### config.mk
export PLATFORM = sky130hd
export DESIGN_NAME = wt_ebs_store_arb
export DESIGN_NICKNAME = d
export VERILOG_FILES = /design/src/rtl/wt_cache_pkg.sv /design/src/rtl/wt_ebs_chan_fifo.sv /design/src/rtl/wt_ebs_store_arb.sv
export SDC_FILE = /design/constraint.sdc
export NUM_CORES = 2
export LEC_CHECK = 0
export CORE_MARGIN = 2
export CORE_UTILIZATION = 45
export DETAILED_ROUTE_END_ITERATION = 8
export PLACE_DENSITY = 0.74
export SYNTH_ARGS = -nofsm -noshare
export SYNTH_HDL_FRONTEND = slang
export SYNTH_SLANG_ARGS = --single-unit
### constraint.sdc
create_clock -name clk_i -period 22.6 [get_ports clk_i]
set_input_delay 3.39 -clock clk_i [delete_from_list [all_inputs] [get_ports clk_i]]
set_output_delay 3.39 -clock clk_i [all_outputs]
set_load 0.02 [all_outputs]
### src/rtl/wt_cache_pkg.sv
// wt_cache_pkg: shared types for the write-through cache EBS store path
package wt_cache_pkg;
  typedef enum logic {EBS_ARB_RR = 1'b0, EBS_ARB_PRIO = 1'b1} ebs_arb_mode_e;
  typedef struct packed {
    logic [63:0] addr;
    logic [63:0] data;
    logic [1:0]  size;
  } ebs_store_t;
  localparam int unsigned EbsTxIdBase = 2;
endpackage

### src/rtl/wt_ebs_chan_fifo.sv
// wt_ebs_chan_fifo: per-channel store buffer with full/empty/count
module wt_ebs_chan_fifo #(
  parameter int unsigned Depth = 4,
  parameter int unsigned Width = 130
) (
  input  logic                    clk_i,
  input  logic                    rst_i,
  input  logic                    push_i,
  input  logic                    pop_i,
  input  logic [Width-1:0]        data_i,
  output logic [Width-1:0]        data_o,
  output logic                    full_o,
  output logic                    empty_o,
  output logic [$clog2(Depth):0]  count_o
);
  localparam int unsigned AW = $clog2(Depth);
  logic [Width-1:0] mem_q [Depth];
  logic [AW-1:0] wptr_q, rptr_q;
  logic [AW:0] cnt_q;
  logic wr, rd;
  assign wr = push_i && (!full_o || pop_i);
  assign rd = pop_i && !empty_o;
  assign full_o = cnt_q == (AW+1)'(Depth);
  assign empty_o = cnt_q == '0;
  assign count_o = cnt_q;
  assign data_o = mem_q[rptr_q];
  // pointers wrap naturally at Depth; a push and pop together leave the count unchanged
  always_ff @(posedge clk_i)
    if (rst_i) begin
      wptr_q <= '0;
      rptr_q <= '0;
      cnt_q <= '0;
    end else begin
      wptr_q <= wptr_q + AW'(wr);
      rptr_q <= rptr_q + AW'(rd);
      cnt_q <= cnt_q + (AW+1)'(wr) - (AW+1)'(rd);
    end
  // storage is not reset; the count alone defines which entries are live
  always_ff @(posedge clk_i)
    if (wr) mem_q[wptr_q] <= data_i;
endmodule

### src/rtl/wt_ebs_store_arb.sv
// wt_ebs_store_arb: buffered multi-channel arbiter onto the EBS store port
module wt_ebs_store_arb
  import wt_cache_pkg::*;
#(
  parameter int unsigned NumChan   = 4,
  parameter int unsigned Depth     = 4,
  parameter int unsigned AddrWidth = 64,
  parameter int unsigned DataWidth = 64,
  parameter int unsigned CntWidth  = 16,
  parameter int unsigned TxIdBase  = EbsTxIdBase
) (
  input  logic                               clk_i,
  input  logic                               rst_i,
  input  logic                               mode_i,
  input  logic                               drop_en_i,
  input  logic                               clr_cnt_i,
  input  logic [NumChan-1:0]                 chan_valid_i,
  output logic [NumChan-1:0]                 chan_ready_o,
  input  logic [NumChan*AddrWidth-1:0]       chan_addr_i,
  input  logic [NumChan*DataWidth-1:0]       chan_data_i,
  input  logic [NumChan*2-1:0]               chan_size_i,
  output logic                               mem_req_o,
  input  logic                               mem_ack_i,
  output logic [AddrWidth-1:0]               mem_addr_o,
  output logic [DataWidth-1:0]               mem_data_o,
  output logic [1:0]                         mem_size_o,
  output logic [$clog2(TxIdBase+NumChan)-1:0] mem_tid_o,
  output logic [NumChan*CntWidth-1:0]        drop_cnt_o,
  output logic                               idle_o
);
  localparam int unsigned PW = NumChan > 1 ? $clog2(NumChan) : 1;
  localparam int unsigned TW = $clog2(TxIdBase+NumChan);
  localparam int unsigned SW = AddrWidth + DataWidth + 2;
  localparam int unsigned CW = $clog2(Depth) + 1;
  ebs_arb_mode_e mode;
  logic [NumChan-1:0] full, empty, push, pop, drop, vacant;
  logic [SW-1:0] head [NumChan];
  logic [PW-1:0] ptr_q, ptr_d, gnt;
  logic gnt_vld, load, req_q, req_d;
  logic [SW-1:0] pay_q, pay_d;
  logic [TW-1:0] tid_q, tid_d;
  assign mode = ebs_arb_mode_e'(mode_i);
  assign load = !req_q || mem_ack_i;
  assign chan_ready_o = drop_en_i ? '1 : ~full;
  assign mem_req_o = req_q;
  assign {mem_addr_o, mem_data_o, mem_size_o} = pay_q;
  assign mem_tid_o = tid_q;
  assign idle_o = !req_q && (&vacant);
  for (genvar k = 0; k < NumChan; k++) begin : g_chan
    logic [CW-1:0] count;
    logic [CntWidth-1:0] cnt_q;
    wt_ebs_chan_fifo #(.Depth(Depth), .Width(SW)) u_fifo (
      .clk_i   (clk_i),
      .rst_i   (rst_i),
      .push_i  (push[k]),
      .pop_i   (pop[k]),
      .data_i  ({chan_addr_i[k*AddrWidth +: AddrWidth], chan_data_i[k*DataWidth +: DataWidth], chan_size_i[2*k +: 2]}),
      .data_o  (head[k]),
      .full_o  (full[k]),
      .empty_o (empty[k]),
      .count_o (count)
    );
    assign pop[k] = load && gnt_vld && gnt == PW'(k);
    assign push[k] = chan_valid_i[k] && (!full[k] || (drop_en_i && pop[k]));
    assign drop[k] = drop_en_i && chan_valid_i[k] && full[k] && !pop[k];
    assign vacant[k] = count == '0;
    assign drop_cnt_o[k*CntWidth +: CntWidth] = cnt_q;
    // saturating drop counter; clear beats a same-cycle increment
    always_ff @(posedge clk_i)
      if (rst_i || clr_cnt_i) cnt_q <= '0;
      else if (drop[k] && !(&cnt_q)) cnt_q <= cnt_q + CntWidth'(1);
    // a size wider than the data bus cannot be carried on the store port
    always_ff @(posedge clk_i)
      if (!rst_i && chan_valid_i[k]) assert (32'(chan_size_i[2*k +: 2]) <= $clog2(DataWidth/8));
  end
  // first non-empty FIFO scanning from ptr (round-robin) or from channel 0 (fixed priority)
  always_comb begin
    int c;
    c = 0;
    gnt = '0;
    gnt_vld = 1'b0;
    for (int i = 0; i < int'(NumChan); i++) begin
      c = (mode == EBS_ARB_PRIO ? 0 : int'(ptr_q)) + i;
      if (c >= int'(NumChan)) c -= int'(NumChan);
      if (!gnt_vld && !empty[PW'(c)]) begin
        gnt = PW'(c);
        gnt_vld = 1'b1;
      end
    end
  end
  // output register refills on load and empties when nothing is eligible; ptr trails rr grants
  always_comb begin
    req_d = req_q;
    pay_d = pay_q;
    tid_d = tid_q;
    ptr_d = ptr_q;
    if (load) begin
      req_d = gnt_vld;
      if (gnt_vld) begin
        pay_d = head[gnt];
        tid_d = TW'(TxIdBase) + TW'(gnt);
        ptr_d = mode == EBS_ARB_RR ? (gnt == PW'(NumChan-1) ? '0 : gnt + PW'(1)) : ptr_q;
      end
    end
  end
  // request, payload and arbitration pointer state
  always_ff @(posedge clk_i)
    if (rst_i) begin
      req_q <= 1'b0;
      pay_q <= '0;
      tid_q <= '0;
      ptr_q <= '0;
    end else begin
      req_q <= req_d;
      pay_q <= pay_d;
      tid_q <= tid_d;
      ptr_q <= ptr_d;
    end
endmodule

* Yosys cells after proc, flatten, opt, wreduce, memory -nomap -nowiden
Memory sizes are Yosys's and may differ from the RTL's. A register that Yosys moved wholly into a read port is not among the register bits.
Cells that the tools add are included.
Widths: inputs -> output; s select.
** Word-level totals
- Register bits after elaboration :: 228
- Bits in writable memories :: 2080
- Input bits :: 530
- Output and inout bits :: 203
- Logic and storage cells :: 199
- Memories kept :: 4
** Memory list
- g_chan[0].u_fifo.mem_q :: depth 4, bits a word 130, rd ports 1, clocked after Yosys merged registers in 1, write ports 1, line wt_ebs_chan_fifo.sv:17 : logic [Width-1:0] mem_q [Depth];
- g_chan[1].u_fifo.mem_q :: depth 4, bits a word 130, rd ports 1, clocked after Yosys merged registers in 1, write ports 1, line wt_ebs_chan_fifo.sv:17
- g_chan[2].u_fifo.mem_q :: depth 4, bits a word 130, rd ports 1, clocked after Yosys merged registers in 1, write ports 1, line wt_ebs_chan_fifo.sv:17
- g_chan[3].u_fifo.mem_q :: depth 4, bits a word 130, rd ports 1, clocked after Yosys merged registers in 1, write ports 1, line wt_ebs_chan_fifo.sv:17
** Cells by class
- Add/subtract/negate cells :: 29
- $lt $le $gt $ge :: 9
- Equality and inequality tests :: 7
- Muxes and demuxes :: 42
- Bitwise gates (word level) :: 3
- Reduce and logical (&&, ||, !) cells :: 85
** Operators by type and width (count)
- $bmux 130 s2 :: 1
- $mux 130 :: 2
- $add 16x1->16 const B :: 4
- $reduce_and 16->1 :: 4
- $logic_and 1x1->1 :: 41
- $ge 32x4->1 const B :: 1
- $mux 2 :: 14
- $logic_not 1->1 :: 22
- $mux 1 :: 20
- $add 2x1->2 :: 8
- $lt 2x4->1 const B :: 4
- $add 3x1->3 :: 4
- $eq 3x3->1 const B :: 4
- $ge 3x3->1 const B :: 4
- $logic_not 3->1 :: 4
- $sub 3x1->3 :: 4
- $logic_or 1x1->1 :: 10
- $bmux 1 s2 :: 4
- $sub 2x1->2 const B :: 4
- $add 2x2->3 const B :: 2
- $eq 2x2->1 const B :: 2
- $mux 4 :: 1
- $not 4->4 :: 1
- $reduce_and 4->1 :: 1
- other kinds (9) :: 9

* Longest topological paths before layout
- Depth after elaboration :: 24
- Mapped depth :: 19
- Mapped depth without buffers :: 16

* Cells and area by module
Synthesis repeated with hierarchy kept, for this count alone.
** Unflattened totals
- Cell total of the unflattened synthesis :: 4250
- Area, all modules :: 88801.4 um^2
** By module, submodules not included
- wt_ebs_chan_fifo :: instances 4, cells each 722, area each 19159.6 um^2, sequential area each 15755.1 um^2
- wt_ebs_store_arb :: instances 1, cells each 1362, area each 12162.9 um^2, sequential area each 4003.8 um^2

* Least setup slack after synthesis
No wires, ideal clock.
- Path kind :: input to register
- Start point :: input port mode_i
- End point :: memory g_chan[3].u_fifo.mem_q[0][0], enable pin
- Library setup time :: 0.806 ns
- Arrival time :: 14.943 ns
- Data required time :: 21.794 ns
- Path slack :: 6.851 ns
- Stages :: 12
- Path buffers :: 3
- Path through :: or2_1 > nor3_1 > a31o_2 > buf_2 > buf_2 > clkbuf_1 > nor2_1 > inv_1 > ha_1 > nand3_1 > a21boi_0 > nor3b_1
** On the way
- Longest elaborated chain between the ends :: 24
- Elaborated cells between the ends (all ways) :: 54
- Classes of those cells :: add/sub (7); order compare (4); eq/ne (1); mux (27); reduce/logical (15)
** Ends and longest elaborated chain
- start, declared :: line wt_ebs_store_arb.sv:14 : input logic mode_i,
- $mux 2 * :: line wt_ebs_store_arb.sv:83 : c = (mode == EBS_ARB_PRIO ? 0 : int'(ptr_q)) + i;
- parallel branches: the longest is 16 deep, another holds $ge 32x4->1
- $logic_and 1x1->1 * :: line wt_ebs_store_arb.sv:63 : assign pop[k] = load && gnt_vld && gnt == PW'(k);
- $logic_and 1x1->1 :: line wt_ebs_store_arb.sv:64 : assign push[k] = chan_valid_i[k] && (!full[k] || (drop_en_i && pop[k]));
- $logic_or 1x1->1 :: line wt_ebs_store_arb.sv:64
- $logic_and 1x1->1 :: line wt_ebs_store_arb.sv:64
- $logic_and 1x1->1 * :: line wt_ebs_chan_fifo.sv:21 : assign wr = push_i && (!full_o || pop_i);
- $mux 1 * :: line wt_ebs_chan_fifo.sv:40 : if (wr) mem_q[wptr_q] <= data_i;
- $mux 1 (implied by the code) * :: line wt_ebs_chan_fifo.sv:40
- end, declared :: line wt_ebs_chan_fifo.sv:17
Mark *: on every way between the ends. The select of a mux whose other input is x is not followed.

* Worst setup path after layout
- Start point :: input port drop_en_i
- End point :: output port chan_ready_o[2]
** On the way
- Longest elaborated chain between the ends :: 1
** Ends and longest elaborated chain
- start, declared :: line wt_ebs_store_arb.sv:15 : input logic drop_en_i,
- $mux 4 :: line wt_ebs_store_arb.sv:44 : assign chan_ready_o = drop_en_i ? '1 : ~full;
- end, declared :: line wt_ebs_store_arb.sv:18 : output logic [NumChan-1:0] chan_ready_o,
No other way between the ends.

==> flow_metrics.env <==
export IMPL_result_of_the_run="complete, no violations"
export IMPL_std_cell_rows=162
export IMPL_fin_tns_setup_ns=0
export IMPL_dieWidth_microns=446.3
export IMPL_cp_slowest_cell="sky130_fd_sc_hd__clkdlybuf4s50_1"
export IMPL_first_global_vias=47950
export IMPL_clock_sinks=2308
export IMPL_fin_crit_sh_pct=37.62
export IMPL_grt_pass1_wl_mm=347.9
export IMPL_share_clk_of_total_power_pct=30.3
export IMPL_timing_final_setup_violations=0
export IMPL_netlist_area_sq_um=88030
export IMPL_finalWeightedCongestion=0.8419
export IMPL_detailedRoute_firstPassIterationCount=8
export IMPL_timing_hold_worst_start="pay_q[83]"
export IMPL_ys_seq_elements=2308
export IMPL_grt_max_degree=143
export IMPL_p_per_area_nw_per_um2=119.1
export IMPL_clk_path_buf_depth=3
export IMPL_via_count=48740
export IMPL_critical_path_max_fanout=9
export IMPL_worst_setup_path_type="in2out"
export IMPL_critPathArrivalTime_ns=5.11
export IMPL_syn_to_final_growth_pct=20.63
export IMPL_yosys_area_top_type_share_pct=70.95
export IMPL_grt_ovfl_total=0
export IMPL_synth_most_common_cell="sky130_fd_sc_hd__edfxtp_1"
export IMPL_cp_data_required_time_ns=19.21
export IMPL_maxCapViolations=0
export IMPL_grt_setup_unrepaired="no"
export IMPL_synth_distinct_cells=55
export IMPL_grt_antenna_before_repair=153
export IMPL_drt_wl_total_mm=247.5
export IMPL_swShare_pct=31.22
export IMPL_grt_total_usage_pct=24.49
export IMPL_hpwlAfterDp_mm=155.4
export IMPL_cts_hold_buffers_added=0
export IMPL_reg2regPathDepth=11
export IMPL_worstSkewPairLatency_ns=0.88
export IMPL_num_io_pins=733
export IMPL_max_freq_ghz=0.1176
export IMPL_syn_nets=5082
export IMPL_critical_path_max_stage_delay_ns=0.74
export IMPL_avgViaCountPerCell=6.008
export IMPL_synth_sequential_area_ratio_pct=76.14
export IMPL_synthArstFlopShare_pct=0
export IMPL_drc=0
export IMPL_dpl_instance_area_sq_um=98240
export IMPL_yosysWarnings=0
export IMPL_per_instance_average_area_after_synthesis_sq_um=19.45
export IMPL_ir_drop_v=0.0001690
export IMPL_floorplan_core_area_sq_um=194600
export IMPL_antenna_violating_nets_post_route=0
export IMPL_critical_path_endpoint_type="output port"
export IMPL_die_h_microns=446.3
export IMPL_tritoncts_clock_tree="done"
export IMPL_place_port_buffers=732
export IMPL_cts_buffers_inserted=228
export IMPL_skew_ns=0.05742
export IMPL_leakage_nw=34.20
export IMPL_holdWs_ns=0.4654
export IMPL_min_to="pay_q[83]"
export IMPL_crit_path_start_kind="input pin"
export IMPL_stdcell_area_sq_um=106200
export IMPL_finalNetCount=5818
export IMPL_clk_pin_slew_worst_paths_ns=0.06
export IMPL_share_seq_of_total_power_pct=42.9
export IMPL_hold_path_class="reg2reg"
export IMPL_worstHoldPathCells=1
export IMPL_timing_rr_end="g_chan[3].u_fifo.mem_q[3][36]"
export IMPL_postCtsSetupBuffers=0
export IMPL_detailedRoute_firstIterationViolations=5554
export IMPL_critical_path_reg2reg_startpoint="g_chan[2].u_fifo.count_o[2]"
export IMPL_worstMarginPinSlew_ns=1.230
export IMPL_htreeDepth=4
export IMPL_final_layout_size_suffix_gt1_share_pct=18.18
export IMPL_slew_violations=0
export IMPL_max_slew_margin_pct=18.00
export IMPL_timing_reg2reg_setup_slack_ns=16.74
export IMPL_cell_internal_pwr_mw=8.702
export IMPL_syn_inst=4527
export IMPL_cts_resized_gates=0
export IMPL_critical_path_cell_chain="clkdlybuf4s50_1 -> inv_1 -> nand2_1 -> clkdlybuf4s50_1"
export IMPL_synth_area_leader_cell="sky130_fd_sc_hd__edfxtp_1"
export IMPL_finalHoldViolations=0
export IMPL_number_of_enable_type_register_cells_in_the_synthesized_netlist=2080
export IMPL_synth_main_ff_cell="sky130_fd_sc_hd__edfxtp_1"
export IMPL_starting_density_pct=45.24
export IMPL_cts_root_buf="sky130_fd_sc_hd__clkbuf_16"
export IMPL_comb_power_share_pct=26.8
export IMPL_period_minus_slack_ns=8.503
export IMPL_cpMostUsedCell="sky130_fd_sc_hd__clkdlybuf4s50_1"
export IMPL_synth_area_leaders="sky130_fd_sc_hd__edfxtp_1 71%, sky130_fd_sc_hd__mux4_2 13%, sky130_fd_sc_hd__dfxtp_1 5.2%"
export IMPL_power_switching_mw=3.950
export IMPL_wire_per_inst_microns=30.50
export IMPL_die_area_sq_um=199200
export IMPL_synth_common_cells="2080 x sky130_fd_sc_hd__edfxtp_1, 520 x sky130_fd_sc_hd__mux4_2, 292 x sky130_fd_sc_hd__a21oi_1"
-- layout make-up --
class | count | area (sq um)
fillers | 14730 | 88400
flip-flops and latches | 2308 | 67050
multi-input cells | 1882 | 19840
repair buffers | 814 | 8055
clock buffers | 314 | 6330
well taps | 2542 | 3181
clock inverters | 121 | 1361
diodes | 103 | 257.7
inverters | 29 | 108.9
-- how the worst max path moves through the flow --
stage	from	cells past startpoint	to	slack, ns
final	drop_en_i	4	chan_ready_o[2]	14.10
after global routing	drop_en_i	4	chan_ready_o[0]	14.07
after CTS	drop_en_i	4	chan_ready_o[2]	14.17
after detailed placement	mode_i	11	g_chan[3].u_fifo.mem_q[3][16]	13.55
after global placement	mode_i	11	g_chan[3].u_fifo.mem_q[3][11]	13.72
after floorplan	mode_i	12	g_chan[3].u_fifo.mem_q[0][0]	6.85
-- power by group through the flow --
stage          Sequential [mW]  Clock [mW]  Combinational (mW)
6_report                  5.43        3.84                3.39
5_1_grt                   5.46        4.05                3.61
4_1_cts                   5.43        3.89                3.41
3_5_place_dp              5.51           0                3.39
3_3_place_gp              5.48           0                3.35
2_1_floorplan             5.60           0                2.08
-- flip-flops by register name (all words and copies together), names as in the netlist --
name / count
ptr_q: 2
g_chan.u_fifo.wptr_q: 8
mem_req_o: 1
pay_q: 130
g_chan.u_fifo.mem_q: 2080
g_chan.u_fifo.rptr_q: 8
mem_tid_o: 3
g_chan.cnt_q: 64
g_chan.u_fifo.count_o: 12
-- placed cells by master (no fill, tap or decap), types with 8 or more instances in the layout --
master,count
sky130_fd_sc_hd__a211o_1,130
sky130_fd_sc_hd__a21oi_1,292
sky130_fd_sc_hd__and3_1,21
sky130_fd_sc_hd__buf_12,9
sky130_fd_sc_hd__buf_4,73
sky130_fd_sc_hd__bufinv_16,21
sky130_fd_sc_hd__clkbuf_1,57
sky130_fd_sc_hd__clkbuf_16,229
sky130_fd_sc_hd__clkbuf_8,28
sky130_fd_sc_hd__clkdlybuf4s50_1,732
sky130_fd_sc_hd__clkinv_1,33
sky130_fd_sc_hd__clkinv_2,41
sky130_fd_sc_hd__clkinvlp_4,8
sky130_fd_sc_hd__dfxtp_1,220
sky130_fd_sc_hd__dfxtp_4,8
sky130_fd_sc_hd__diode_2,103
sky130_fd_sc_hd__edfxtp_1,2080
sky130_fd_sc_hd__ha_1,21
sky130_fd_sc_hd__inv_1,27
sky130_fd_sc_hd__mux2i_1,12
sky130_fd_sc_hd__mux4_2,520
sky130_fd_sc_hd__nand2_1,45
sky130_fd_sc_hd__nand3_1,291
sky130_fd_sc_hd__nand4_1,17
sky130_fd_sc_hd__nor2_1,58
sky130_fd_sc_hd__nor2b_1,16
sky130_fd_sc_hd__nor3_1,9
sky130_fd_sc_hd__o21ai_0,272
sky130_fd_sc_hd__o31ai_1,17
sky130_fd_sc_hd__or3_1,14
sky130_fd_sc_hd__or4_1,18
sky130_fd_sc_hd__xnor2_1,25
sky130_fd_sc_hd__xor2_1,10
-- worst max-delay path: cells and delay by family --
family        cells  cell delay (ns)
buf+inv           3             1.60
simple gates      1             0.12
-- stage by stage --
| step | utilization [%] | std cells | setup slack [ns] | power (mW) |
|---|---|---|---|---|
| after floorplan | - | 4527 | 6.851 | 7.682 |
| after global placement | 50.49 | 7575 | 13.72 | 8.833 |
| after detailed placement | 50.49 | 7575 | 13.55 | 8.908 |
| after global routing | 54.56 | 8104 | 14.07 | 13.12 |
| after CTS | 54.44 | 8010 | 14.17 | 12.73 |
| final | 54.57 | 8113 | 14.10 | 12.65 |
-- cell families (layout without fill, tap and decap cells) --
family | Yosys count | count (layout) | synth area share (%)
flops | 2308 | 2308 | 76.14
xor+xnor | 35 | 35 | 0.3482
simple gates | 547 | 547 | 3.246
fa+ha+maj | 25 | 25 | 0.3894
compound gates | 743 | 743 | 4.963
mux | 532 | 532 | 13.44
buf+inv | 337 | 1278 | 1.474
other cells | 0 | 103 | 0
-- metal layers --
metal	track usage (%)	vias up	wire length, microns
met5	0	-	342
met4	15.35	52	13980
met2	39.43	2538	123500
li1	-	20280	-
met1	30.70	25330	90310
met3	4.730	546	19340
(Power assumes the default switching activity.)
